--- src/rtl/mem_arbiter.sv ---
// mem_arbiter: arbitrates instruction-fetch and data ports onto one memory bus, data first, with an optional wait timeout.
module mem_arbiter #(
  parameter logic [7:0] TIMEOUT = 8'd255
) (
  input  logic        clk,
  input  logic        rst,
  input  logic        i_ce,
  input  logic [31:0] i_addr,
  output logic [31:0] i_rdata,
  output logic        i_stallreq,
  input  logic        d_ce,
  input  logic        d_we,
  input  logic [31:0] d_addr,
  input  logic [3:0]  d_sel,
  input  logic [31:0] d_wdata,
  output logic [31:0] d_rdata,
  output logic        d_stallreq,
  output logic        m_req,
  output logic        m_we,
  output logic [31:0] m_addr,
  output logic [3:0]  m_sel,
  output logic [31:0] m_wdata,
  input  logic [31:0] m_rdata,
  input  logic        m_ack,
  output logic        bus_err
);
  localparam logic [2:0] IDLE   = 3'd0;
  localparam logic [2:0] REQ_D  = 3'd1;
  localparam logic [2:0] RESP_D = 3'd2;
  localparam logic [2:0] REQ_I  = 3'd3;
  localparam logic [2:0] RESP_I = 3'd4;

  logic [2:0]  state_q, state_d;
  logic [7:0]  cnt_q, cnt_d;
  logic        m_req_q, m_req_d, m_we_q, m_we_d, bus_err_q, bus_err_d;
  logic [31:0] m_addr_q, m_addr_d, m_wdata_q, m_wdata_d;
  logic [3:0]  m_sel_q, m_sel_d;
  logic [31:0] i_rdata_q, i_rdata_d, d_rdata_q, d_rdata_d;
  logic        in_req, timeout, done;

  assign in_req  = (state_q == REQ_D) | (state_q == REQ_I);
  assign timeout = (TIMEOUT != 8'd0) && (cnt_q == TIMEOUT);
  assign done    = m_ack | timeout;

  always_comb begin
    state_d   = state_q;
    cnt_d     = cnt_q;
    m_req_d   = m_req_q;
    m_we_d    = m_we_q;
    m_addr_d  = m_addr_q;
    m_sel_d   = m_sel_q;
    m_wdata_d = m_wdata_q;
    i_rdata_d = i_rdata_q;
    d_rdata_d = d_rdata_q;
    bus_err_d = 1'b0;
    if (state_q == IDLE) begin
      if (d_ce | i_ce) begin
        state_d   = d_ce ? REQ_D : REQ_I;
        cnt_d     = 8'd0;
        m_req_d   = 1'b1;
        m_we_d    = d_ce & d_we;
        m_addr_d  = d_ce ? d_addr : i_addr;
        m_sel_d   = d_ce ? d_sel : 4'hF;
        m_wdata_d = d_ce ? d_wdata : 32'd0;
      end
    end else if (in_req) begin
      if (done) begin
        state_d   = (state_q == REQ_D) ? RESP_D : RESP_I;
        m_req_d   = 1'b0;
        m_we_d    = 1'b0;
        m_addr_d  = 32'd0;
        m_sel_d   = 4'd0;
        m_wdata_d = 32'd0;
        bus_err_d = ~m_ack;
        // a timed-out read returns zero; writes never disturb d_rdata
        i_rdata_d = (state_q == REQ_I) ? (m_ack ? m_rdata : 32'd0) : i_rdata_q;
        d_rdata_d = (state_q == REQ_D && !m_we_q) ? (m_ack ? m_rdata : 32'd0) : d_rdata_q;
      end else begin
        cnt_d = cnt_q + 8'd1;
      end
    end else begin
      state_d = IDLE;
    end
  end

  always_ff @(posedge clk or posedge rst) begin
    if (rst) begin
      state_q   <= IDLE;
      cnt_q     <= 8'd0;
      m_req_q   <= 1'b0;
      m_we_q    <= 1'b0;
      m_addr_q  <= 32'd0;
      m_sel_q   <= 4'd0;
      m_wdata_q <= 32'd0;
      i_rdata_q <= 32'd0;
      d_rdata_q <= 32'd0;
      bus_err_q <= 1'b0;
    end else begin
      state_q   <= state_d;
      cnt_q     <= cnt_d;
      m_req_q   <= m_req_d;
      m_we_q    <= m_we_d;
      m_addr_q  <= m_addr_d;
      m_sel_q   <= m_sel_d;
      m_wdata_q <= m_wdata_d;
      i_rdata_q <= i_rdata_d;
      d_rdata_q <= d_rdata_d;
      bus_err_q <= bus_err_d;
    end
  end

  assign m_req      = m_req_q;
  assign m_we       = m_we_q;
  assign m_addr     = m_addr_q;
  assign m_sel      = m_sel_q;
  assign m_wdata    = m_wdata_q;
  assign i_rdata    = i_rdata_q;
  assign d_rdata    = d_rdata_q;
  assign bus_err    = bus_err_q;
  assign i_stallreq = i_ce & (state_q != RESP_I);
  assign d_stallreq = d_ce & (state_q != RESP_D);
endmodule

--- config.mk ---
export PLATFORM = sky130hd
export DESIGN_NAME = mem_arbiter
export DESIGN_NICKNAME = d
export VERILOG_FILES = /design/src/rtl/mem_arbiter.sv
export SDC_FILE = /design/constraint.sdc
export NUM_CORES = 1
export LEC_CHECK = 0
export ABC_AREA = 1
export CAP_MARGIN = 40
export CORE_MARGIN = 2
export CORE_UTILIZATION = 30
export DETAILED_ROUTE_END_ITERATION = 10
export HOLD_SLACK_MARGIN = 0.05
export PLACE_DENSITY = 0.64
export SETUP_SLACK_MARGIN = 0.02
export SLEW_MARGIN = 15
export SYNTH_ARGS = -nofsm -noshare
export SYNTH_HDL_FRONTEND = slang
export SYNTH_SLANG_ARGS = --single-unit
--- constraint.sdc ---
create_clock -name clk -period 10.1 [get_ports clk]
set_input_delay 2.02 -clock clk [delete_from_list [all_inputs] [get_ports clk]]
set_output_delay 2.02 -clock clk [all_outputs]
set_load 0.02 [all_outputs]
## Word level (Yosys, flattened, before mapping)

Cells that the tools add are included.

- Bits in registers: 146
- Input port bits: 138
- Output and inout port bits: 137
- Logic and storage cells: 70

- Add/sub/neg operators: 1
- Equality and inequality tests: 8
- Mux-type cells: 33
- Bitwise logic cells: 8
- Reductions and logical operators: 10

Operators by type and width:

| cell | number |
|---|---|
| 2-to-1 mux 32 bit | 9 |
| 2-to-1 mux 8 bit | 4 |
| 2-to-1 mux 4 bit | 5 |
| 2-to-1 mux 3 bit | 5 |
| 2-to-1 mux 1 bit | 9 |
| adder 8 x 1 -> 8 bit, second input constant | 1 |
| == test 8 bit, second input constant | 1 |
| AND reduction 4 bit | 2 |
| AND reduction 3 bit | 2 |
| != test 2 x 1 -> 1 bit, second input constant | 2 |
| nonzero test 2 bit | 2 |
| bitwise AND 1 bit | 3 |
| == test 3 x 1 -> 1 bit, second input constant | 1 |
| == test 3 x 2 -> 1 bit, second input constant | 1 |
| zero test 3 bit | 1 |
| != test 3 x 1 -> 1 bit, second input constant | 1 |
| != test 3 x 2 -> 1 bit, second input constant | 1 |
| != test 3 bit, second input constant | 1 |
| bitwise OR 1 bit | 3 |
| 2-to-1 mux 2 bit | 1 |
| NOT 1 bit | 2 |
| AND reduction 2 bit | 1 |
| logical AND 1 bit | 1 |
| zero test 1 bit | 1 |

## Depth between registers and ports, before layout

- Depth after elaboration: 5
- Mapped depth: 10

## Worst setup path before layout

Ideal clock, no wire load.

- Path type: input to output
- Start point: input d_ce
- End point: output d_stallreq
- Data arrival time: 2.754 ns
- Required time: 8.080 ns
- Setup slack: 5.326 ns
- Stages: 4
- Buffers on the path: 2
- Path through: inv_1 > buf_2 > clkbuf_1 > a21oi_1

- Cells in the longest elaborated chain, start to end: 1

RTL lines:

| element | RTL line | text |
|---|---|---|
| from (decl) | 11 | `input logic d_ce,` |
| bitwise AND 1 bit | 121 | `assign d_stallreq = d_ce & (state_q != RESP_D);` |
| to (decl) | 17 | `output logic d_stallreq,` |

Every way passes these cells.

## Worst setup path in the final report

- Start point: input i_ce
- End point: output i_stallreq

- Cells in the longest elaborated chain, start to end: 1

RTL lines:

| element | RTL line | text |
|---|---|---|
| from (decl) | 7 | `input logic i_ce,` |
| bitwise AND 1 bit | 120 | `assign i_stallreq = i_ce & (state_q != RESP_I);` |
| to (decl) | 10 | `output logic i_stallreq,` |

Every way passes these cells.

==> results.md <==
- FF+latch count, synth: 146
- Routability Congestion: 0.795
- HPWL after DPL: 13200 µm
- Post-synthesis to final-layout area growth: 55.1%
- Core occupancy in the finished layout: 47.4%
- Hold buffers post-CTS: 0
- Setup TNS Final: 0 ps
- Chip Height: 150 µm
- All-Layer GR Usage: 17.5%
- Vias in the first global route: 5856
- TritonCTS clock tree: built
- Measured slew at the worst slew-check pin: 794 ps
- CTS sink cnt: 146
- Number of antenna-violating nets in the routed design: 0
- Post-Syn Area per Cell: 8.49 µm²
- Clock buffers created by TritonCTS: 17
- Total number of vias: 5861
- I/O pin count: 275
- Worst hold-check path type: reg -> reg
- Count of synthesis-stage warnings from yosys: 0
- Post-Place Worst Slack: 4500 ps
- Area share of the largest cell type after synthesis: 57.1%
- Sequential area share after synthesis: 57.1%
- DIE WIDTH: 150 µm
- Number of standard-cell rows in the floorplan: 53
- Cell area after technology mapping: 6400 µm²
- Global-route wire length before repair: 31100 µm
- Worst slew margin relative to its limit: 47.1%
- Avg WL per Cell: 14.8 µm
- Number of setup violations in the final report: 0
- Cell accounting for the most synthesized area: dfrtp_1
- Clock latency reported for the late side of the worst-skew pair: 420 ps
- Initial detailed-routing violation count: 198
- Data required time of the worst path: 8080 ps
- Root buf cell: clkbuf_16
- CTS HTree Levels: 4
- Fraction of layout cells with a size suffix above 1: 7.84%
- Final WS setup: 4570 ps
- Largest net degree at the start of global routing: 82
- Maximum clock rate: 181 MHz
- Number of different library cells in the post-synthesis netlist: 22
- Largest cells by area after synthesis: dfrtp_1 (57%), nand2_1 (19%), nand3_1 (8.6%)
- Global routing usage on met2: 27.6%
- Final Hold Violating Endpoints: 0
- Placeable core region: 21000 µm²
- Floorplan die area: 22500 µm²
- WP data arrival: 3510 ps
- Unrepaired setup endpoints after global routing: no
- Type of the worst setup path: in -> out
- Post-CTS Setup Inserts: 0
- PostCTS Resize Cnt: 0
- Run status: complete, no violations
- Input/output buffers: 274
- Slew Viols, Final: 0
- Largest fanout on the critical path: 2
- Period utilisation layout: 54.8%
- Met1 track demand over resource in global routing: 22.3%
- Count of nets after finishing: 1146
- Gate count after technology mapping: 753
- Clock skew after layout: 11.7 ps
- Vias per std cell: 4.52
- Met3 GRT Util: 6.49%
- Starting Density: 30.5%
- Reg2reg setup slack: 7700 ps
- Final global-route overflow total: 0
- Most used routing layer in global routing: met2
- Peak supply drop: 0.107 mV
- Drt pass-1 iters: 5
- Leakage Power: 4.67 nW
- Total nets after synthesis: 892
- Clk slew on worst S/H paths: 60 ps
- Max_cap viols: 0
- Critical path endpoint category: primary output
- Power density over cell area: 301 nW/µm²
- Kind of start point of the critical path: input port
- Minimum clock period after layout: 5530 ps
- Number of buffers on the longest clock path: 2
- Residual DRC count: 0
- Number of antenna violations at the first check in global routing: 1
- Wire length after detailed routing: 19200 µm
[sequential cells by signal, summed over array words and instances (netlist names)]
name	cells
m_addr	32
cnt_q	8
state_q	3
m_sel	4
m_we	1
d_rdata	32
bus_err	1
m_req	1
i_rdata	32
m_wdata	32
[worst max-delay path, stage by stage]
cell and delay, ps:
clkdlybuf4s50_1 540, inv_1 110, a31oi_1 210, clkdlybuf4s50_1 640
[stage by stage]
step	hold WS (ps)	instance area [µm²]	std cells	power [mW]
CTS	482	9920	1295	3.03
detailed placement	466	9310	1263	2.36
floorplan	488	6400	753	1.71
finish	477	9920	1296	2.99
global placement	463	9270	1261	2.35
global route	505	9920	1296	3.19
[synth_stat cells, drive strengths merged]
cell type	count
nand4	2
clkbuf	15
nand3	110
buf	34
inv	17
nor2	13
xor2	1
a21oi	3
nand2	336
ha	1
a31oi	1
o21ai	74
dfrtp	146
[report_power, final]
part           internal, mW  switching, mW
logic                 0.597          0.779
clock network         0.389          0.261
registers             0.827          0.132
[kinds of logic after synthesis]
family                   synth area share [%]
adder cells (fa/ha/maj)                 0.196
XOR/XNOR                                0.137
buffers and inverters                    5.36
AO/OA/AOI/OAI                            7.59
AND/OR/NAND/NOR                          29.6
flip-flops                               57.1
[final timing paths]
kind                                         startpoint                 endpoint  depth (start not counted)
min in group asynchronous                           rst   m_wdata[8]$_DFFE_PP0P_                          2
worst max register to register   state_q[2]$_DFFE_PP0P_    m_addr[0]$_DFFE_PP0P_                          7
worst max-delay path                               i_ce               i_stallreq                          4
max in group asynchronous                           rst  m_wdata[23]$_DFFE_PP0P_                          4
worst min register to register  i_rdata[17]$_DFFE_PP0P_  i_rdata[17]$_DFFE_PP0P_                          2
worst min-delay path            i_rdata[17]$_DFFE_PP0P_  i_rdata[17]$_DFFE_PP0P_                          2
[final cells by class]
cell class              instances  area (µm²)
clock buffers                  20         467
repair buffers                284        2830
fillers                      2078       11000
well taps                     275         344
diodes                          1        2.50
clock inverters                12         145
flip-flops and latches        146        3650
multi-input cells             541        2410
inverters                      17        68.8
[cell usage in the layout (no fill, tap or decap), drive strengths merged]
master,netlist,layout
xor2,1,1
inv,17,22
dfrtp,146,146
nand3,110,110
nor2,13,13
clkdlybuf4s50,0,273
o21ai,74,74
nand4,2,2
clkbuf,15,20
ha,1,1
clkinvlp,0,4
a31oi,1,1
a21oi,3,3
nand2,336,336
diode,0,1
bufinv,0,2
clkinv,0,1
buf,34,11
[per-layer routing]
metal | routed length (µm) | vias to the layer above | part of all wire, %
li1 | - | 2935 | -
met4 | 268 | 0 | 1.4
met3 | 1780 | 15 | 9.3
met1 | 8240 | 2699 | 43
met5 | 0 | - | 0
met2 | 8910 | 212 | 46
No activity file was read; power rests on OpenSTA's default activity.
